**src/rtl/rv32_pkg.sv**
```systemverilog
// Shared core types for the rv32 memory path.
package rv32;
  typedef logic [31:0] word;

  // Bus port arbiter states: owner is locked from REQ_x until its response.
  typedef enum logic [2:0] {IDLE, REQ_I, REQ_D, WAIT_I, WAIT_D} arb_state_t;

  // Fetches always read a full word.
  localparam logic [3:0] FETCH_BE = 4'hF;
endpackage

```
**src/rtl/mem_port_arbiter.sv**
```systemverilog
// Shares one memory bus port between fetch (I) and load/store (D).
// D wins by default; I is forced through after STARVE_LIMIT D grants.
// One transaction in flight; flush drops a stale fetch response.
module mem_port_arbiter
  import rv32::*;
#(
  parameter int unsigned STARVE_LIMIT = 4
) (
  input  logic       clk,
  input  logic       rst,
  input  logic       flush,
  input  logic       i_req,
  input  word        i_addr,
  output logic       i_gnt,
  output logic       i_rvalid,
  output word        i_rdata,
  output logic       i_err,
  input  logic       d_req,
  input  logic       d_we,
  input  word        d_addr,
  input  word        d_wdata,
  input  logic [3:0] d_be,
  output logic       d_gnt,
  output logic       d_rvalid,
  output word        d_rdata,
  output logic       d_err,
  output logic       bus_req,
  output logic       bus_we,
  output word        bus_addr,
  output word        bus_wdata,
  output logic [3:0] bus_be,
  input  logic       bus_gnt,
  input  logic       bus_rvalid,
  input  word        bus_rdata,
  input  logic       bus_err
);
  localparam logic [3:0] LIMIT = 4'(STARVE_LIMIT);

  arb_state_t state, next_state;
  logic [3:0] starve_cnt;
  logic       discard;
  logic       sel_d;
  logic       own_d;

  // IDLE arbitration: D unless I has waited through LIMIT D grants.
  assign sel_d = d_req && (!i_req || (starve_cnt < LIMIT));

  // State register.
  always_ff @(posedge clk or posedge rst) begin
    if (rst) state <= IDLE;
    else     state <= next_state;
  end

  // Next state, grants and response routing; everything held low in reset.
  always_comb begin
    next_state = state;
    bus_req    = 1'b0;
    own_d      = 1'b0;
    i_gnt      = 1'b0;
    d_gnt      = 1'b0;
    i_rvalid   = 1'b0;
    d_rvalid   = 1'b0;
    case (state)
      IDLE: begin
        bus_req = i_req | d_req;
        own_d   = sel_d;
        if (bus_req) begin
          if (bus_gnt) begin
            next_state = sel_d ? WAIT_D : WAIT_I;
            d_gnt      = sel_d;
            i_gnt      = !sel_d;
          end else begin
            next_state = sel_d ? REQ_D : REQ_I;
          end
        end
      end
      REQ_I: begin
        bus_req = 1'b1;
        if (bus_gnt) begin
          i_gnt      = 1'b1;
          next_state = WAIT_I;
        end
      end
      REQ_D: begin
        bus_req = 1'b1;
        own_d   = 1'b1;
        if (bus_gnt) begin
          d_gnt      = 1'b1;
          next_state = WAIT_D;
        end
      end
      WAIT_I: begin
        // A cancelled fetch is consumed from the bus but never shown to fetch.
        if (bus_rvalid) begin
          i_rvalid   = !(discard || flush);
          next_state = IDLE;
        end
      end
      WAIT_D: begin
        if (bus_rvalid) begin
          d_rvalid   = 1'b1;
          next_state = IDLE;
        end
      end
      default: next_state = IDLE;
    endcase
    if (rst) begin
      bus_req  = 1'b0;
      i_gnt    = 1'b0;
      d_gnt    = 1'b0;
      i_rvalid = 1'b0;
      d_rvalid = 1'b0;
    end
  end

  // Bus mux follows the selected (IDLE) or locked (REQ_x) owner.
  assign bus_we    = own_d & d_we;
  assign bus_addr  = own_d ? d_addr : i_addr;
  assign bus_wdata = own_d ? d_wdata : '0;
  assign bus_be    = own_d ? d_be : FETCH_BE;

  assign i_rdata = i_rvalid ? bus_rdata : '0;
  assign i_err   = i_rvalid & bus_err;
  assign d_rdata = d_rvalid ? bus_rdata : '0;
  assign d_err   = d_rvalid & bus_err;

  // Starvation counter: D grants while I waits, saturating at LIMIT.
  always_ff @(posedge clk or posedge rst) begin
    if (rst)
      starve_cnt <= '0;
    else if (i_gnt || (state == IDLE && !i_req))
      starve_cnt <= '0;
    else if (d_gnt && i_req && (starve_cnt < LIMIT))
      starve_cnt <= starve_cnt + 4'd1;
  end

  // Discard flag: remembers a flush that hit the fetch currently in flight.
  always_ff @(posedge clk or posedge rst) begin
    if (rst)
      discard <= 1'b0;
    else if (state == WAIT_I && bus_rvalid)
      discard <= 1'b0;
    else if (flush && (state == REQ_I || state == WAIT_I || i_gnt))
      discard <= 1'b1;
  end
endmodule

```
**config.mk**
```make
export PLATFORM = sky130hd
export DESIGN_NAME = mem_port_arbiter
export DESIGN_NICKNAME = d
export VERILOG_FILES = /design/src/rtl/rv32_pkg.sv /design/src/rtl/mem_port_arbiter.sv
export SDC_FILE = /design/constraint.sdc
export NUM_CORES = 1
export LEC_CHECK = 0
export ABC_AREA = 1
export CAP_MARGIN = 20
export CORE_AREA = 2 2 110 112
export CTS_CLUSTER_DIAMETER = 100
export CTS_CLUSTER_SIZE = 8
export DETAILED_ROUTE_END_ITERATION = 8
export DIE_AREA = 0 0 112 114
export MAX_ROUTING_LAYER = met4
export PLACE_DENSITY = 0.64
export SYNTH_ARGS = -nofsm -noshare
export SYNTH_HDL_FRONTEND = slang
export SYNTH_SLANG_ARGS = --single-unit
export TNS_END_PERCENT = 20
```
**constraint.sdc**
```tcl
create_clock -name clk -period 1.4 [get_ports clk]
set_clock_uncertainty 0.05 [all_clocks]
set_input_delay 0.14 -clock clk [delete_from_list [all_inputs] [get_ports clk]]
set_output_delay 0.14 -clock clk [all_outputs]
set_load 0.02 [all_outputs]
```
==> results of run 1 <==
## synthesized netlist by cell type
library cell,count
nand2_1,116
nor2_1,113
inv_1,78
nand3_1,10
buf_2,9
dfrtp_1,8
o21ai_0,5
or2_2,5
buf_6,3
clkbuf_1,3
inv_2,3
a21oi_1,2
buf_4,2
ha_1,2
a21oi_2,1
and2_1,1
nand2_2,1
nand4_1,1
nor2_2,1
nor3_2,1
nor3_4,1
o21a_1,1
o21ai_1,1
o21bai_1,1
xor2_1,1
## flip-flops by register name (all words and copies together) (netlist names)
register	count
discard	1
starve_cnt	4
state	3
## metal layers
layer  routed length, um  part of all wire  GRT usage  vias up
li1                    -                 -          -     1674
met1                3950              0.34      0.167     1506
met2                6530              0.56      0.319      163
met3                 884             0.076     0.0324       18
met4                 278             0.024     0.0512        0
met5                   0                 0          -        -
## power breakdown
| group | total, mW | switching (mW) | internal (mW) |
|---|---|---|---|
| logic | 6.62 | 3.44 | 3.18 |
| clock network | 0.475 | 0.108 | 0.368 |
| registers | 0.397 | 0.0896 | 0.307 |
## final cells by class
type	instances	share of cell area
clock buffers	3	0.0133
repair buffers	326	0.577
flip-flops and latches	8	0.0358
multi-input cells	264	0.286
inverters	81	0.0554
well taps	147	0.0325
diodes	1	0.000442
## per-stage QoR
step           setup TNS (ps)  worst slack, ps  utilization  area [sq um]  instances
3_3_place_gp           -90900             -759        0.420          4920        809
2_1_floorplan          -16830             -234            -          1770        370
4_1_cts                -50020             -458        0.437          5120        824
5_1_grt                -59400             -476        0.484          5660        830
3_5_place_dp           -95290             -810        0.420          4920        809
6_report               -48090             -414        0.484          5660        830
## final timing paths
path	from	to	slack [ps]	depth (start not counted)
worst max-delay path	starve_cnt[2]$_DFFE_PP0P_	bus_addr[29]	-410	9
worst min-delay path	rst	state[0]$_DFFE_PP0P_	360	3
worst max register to register	starve_cnt[2]$_DFFE_PP0P_	starve_cnt[2]$_DFFE_PP0P_	-330	11
worst min register to register	starve_cnt[1]$_DFFE_PP0P_	starve_cnt[1]$_DFFE_PP0P_	480	2
max in group asynchronous	rst	state[2]$_DFFE_PP0P_	760	3
min in group clk	starve_cnt[1]$_DFFE_PP0P_	starve_cnt[1]$_DFFE_PP0P_	480	2
## cells in the final DEF (no fill, tap or decap), types with 2 or more instances in the layout
cell,synthesis,layout
buf_12,0,6
buf_16,0,3
buf_4,2,94
buf_6,3,80
buf_8,0,2
clkbuf_16,0,4
clkdlybuf4s50_1,0,139
dfrtp_1,8,6
dfrtp_2,0,2
inv_1,78,74
inv_2,3,5
nand2_1,116,70
nand2_2,1,33
nand2_4,0,13
nand3_1,10,3
nand3_2,0,4
nand3_4,0,3
nor2_1,113,42
nor2_2,1,61
nor2_4,0,11
nor3_4,1,2
o21ai_0,5,2
o21ai_1,1,3
or2_4,0,4
## cell families after synthesis
group                      share of synthesized area
and+or+nand+nor                                0.584
adders and majority gates                     0.0147
buffers and inverters                          0.241
DFF                                            0.118
xor gates and xnor gates                     0.00516
AOI/OAI and AO/OA                             0.0376
## critical path: cells and delay by family (launching register included)
| family | cells | cell delay [ps] |
|---|---|---|
| AOI/OAI and AO/OA | 1 | 160 |
| DFF | 1 | 390 |
| buffers and inverters | 3 | 410 |
| and+or+nand+nor | 5 | 420 |
## what timing repair did
item                                   in CTS  in global routing
endpoints found under the hold margin       0                  0
pin swaps                                   8                 34
gates cloned                                4                  2
resized for setup                         757                162
setup buffers                               8                  4
setup endpoints to repair                 148                148
==> results.md, run 1 <==
- Synthesized flop and latch total: 8
- Cell mode on critical path: nand2_2
- Gate count of the mapped netlist: 370
- Relative slew slack: 0.802
- CTS Buffer Depth: 2
- Die W: 112 um
- CTS Sinks: 8
- Core Region: 11700 sq um
- Worst Slack Setup Final: -414 ps
- Synth warn: 0
- Initial DRC count: 105
- Total routed wirelength: 11.6 mm
- Final nets: 827
- Class of the most critical setup path: flop to output pin
- Register area share after synthesis: 0.118
- Outcome: finished with violations
- H-tree Lvls: 1
- DRC Markers: 0
- Min Tclk post-route: 1810 ps
- Worst-Skew Late Latency: 230 ps
- Final period util: 1.30
- Site Rows: 40
- CP max-delay cell: dfrtp_1
- Failing checks: negative setup slack
- Clk slew on worst S/H paths: roughly 40 ps
- Crit path capture type: output pin
- Syn avg cell area: 4.59 sq um
- First-pass GRT wire length: about 17 mm
- I/O Pins: about 280
- Post-synth cell types: 25
- Initial Utilization: 0.145
- Critical path launch point type: flop
- Largest fanout on the critical path: 7
- Initial antenna violation count: 1
- Die Ht: about 110 um
- Largest net degree at the start of global routing: 35
- Vias per inst: approximately 4.0
- Vias in the first global route: 3309
- Tightest Pin Transition: 297 ps
- Hold Vio Cnt, Final: 0
- Largest cells by area after synthesis: nand2_1, nor2_1, inv_1, dfrtp_1, nand3_1
- TritonCTS Buffers: 3
- Synth top area share: 0.256
- Hold_buf cts: 0
- Worst Path Arrival: 1620 ps
- Mapped Area: between 1500 and 2000 sq um
- Cell Pwr Density: between 1000 and 1500 nW/um^2
- Worst-path cell chain: o21ai_2 -> nand2_2 -> nand2_4 -> nand2_8 -> buf_12 -> buf_12 -> nand2_2 -> nand2_2 -> buf_6
- Grt ovf: 0
- Class of the tightest hold or removal check: primary input to asynchronous set/reset pin
- Antenna-violating nets left: 0
- Pleak: approximately 3.0 nW
- FMAX: 0.551 GHz
- Required time of the worst setup path: 1210 ps
- Register Area: 203 sq um
- Worst hold margin: 363 ps
- Filler cells: 1161
- Largest area contributor in the netlist: nand2_1
- Via count: 3361
- Layout cells sized above 1: 0.491
- All-Layer GR Usage: 0.165
- CTS tree: built
- Footprint of the multi-input gates: between 1500 and 2000 sq um
- Final setup viols: around 150
- DR pass1 iterations: 4
- Crit path largest cell delay: 390 ps
- Max Slew Vio Count: 0
- PortBufs: 280
- RSZ-0062 raised after global routing: yes
- Power, Total: 7.49 mW
- Area Overhead vs Synth: 233%
- Synthesized Nets: 513
- Die footprint: approximately 13000 sq um
- DP Wirelength: 9.15 mm
- Gpl congestion: approximately 0.89
- Total of max-cap violations: 0
- Root Driver: clkbuf_16
- Peak supply drop: 838 uV
- Drt wl/cell: 14.0 um
No activity file was read; power rests on OpenSTA's default activity.
==> run 2, diff against run 1 <==
Settings changed: CAP_MARGIN 20 to 30.
==> results of run 2 <==
Same layout as run 1: the final DEF is identical, and so are final timing and power.
==> run 3, diff against run 2 <==
Settings changed: CAP_MARGIN 30 to not set.
==> results of run 3 <==
Same layout as run 1: the final DEF is identical, and so are final timing and power.
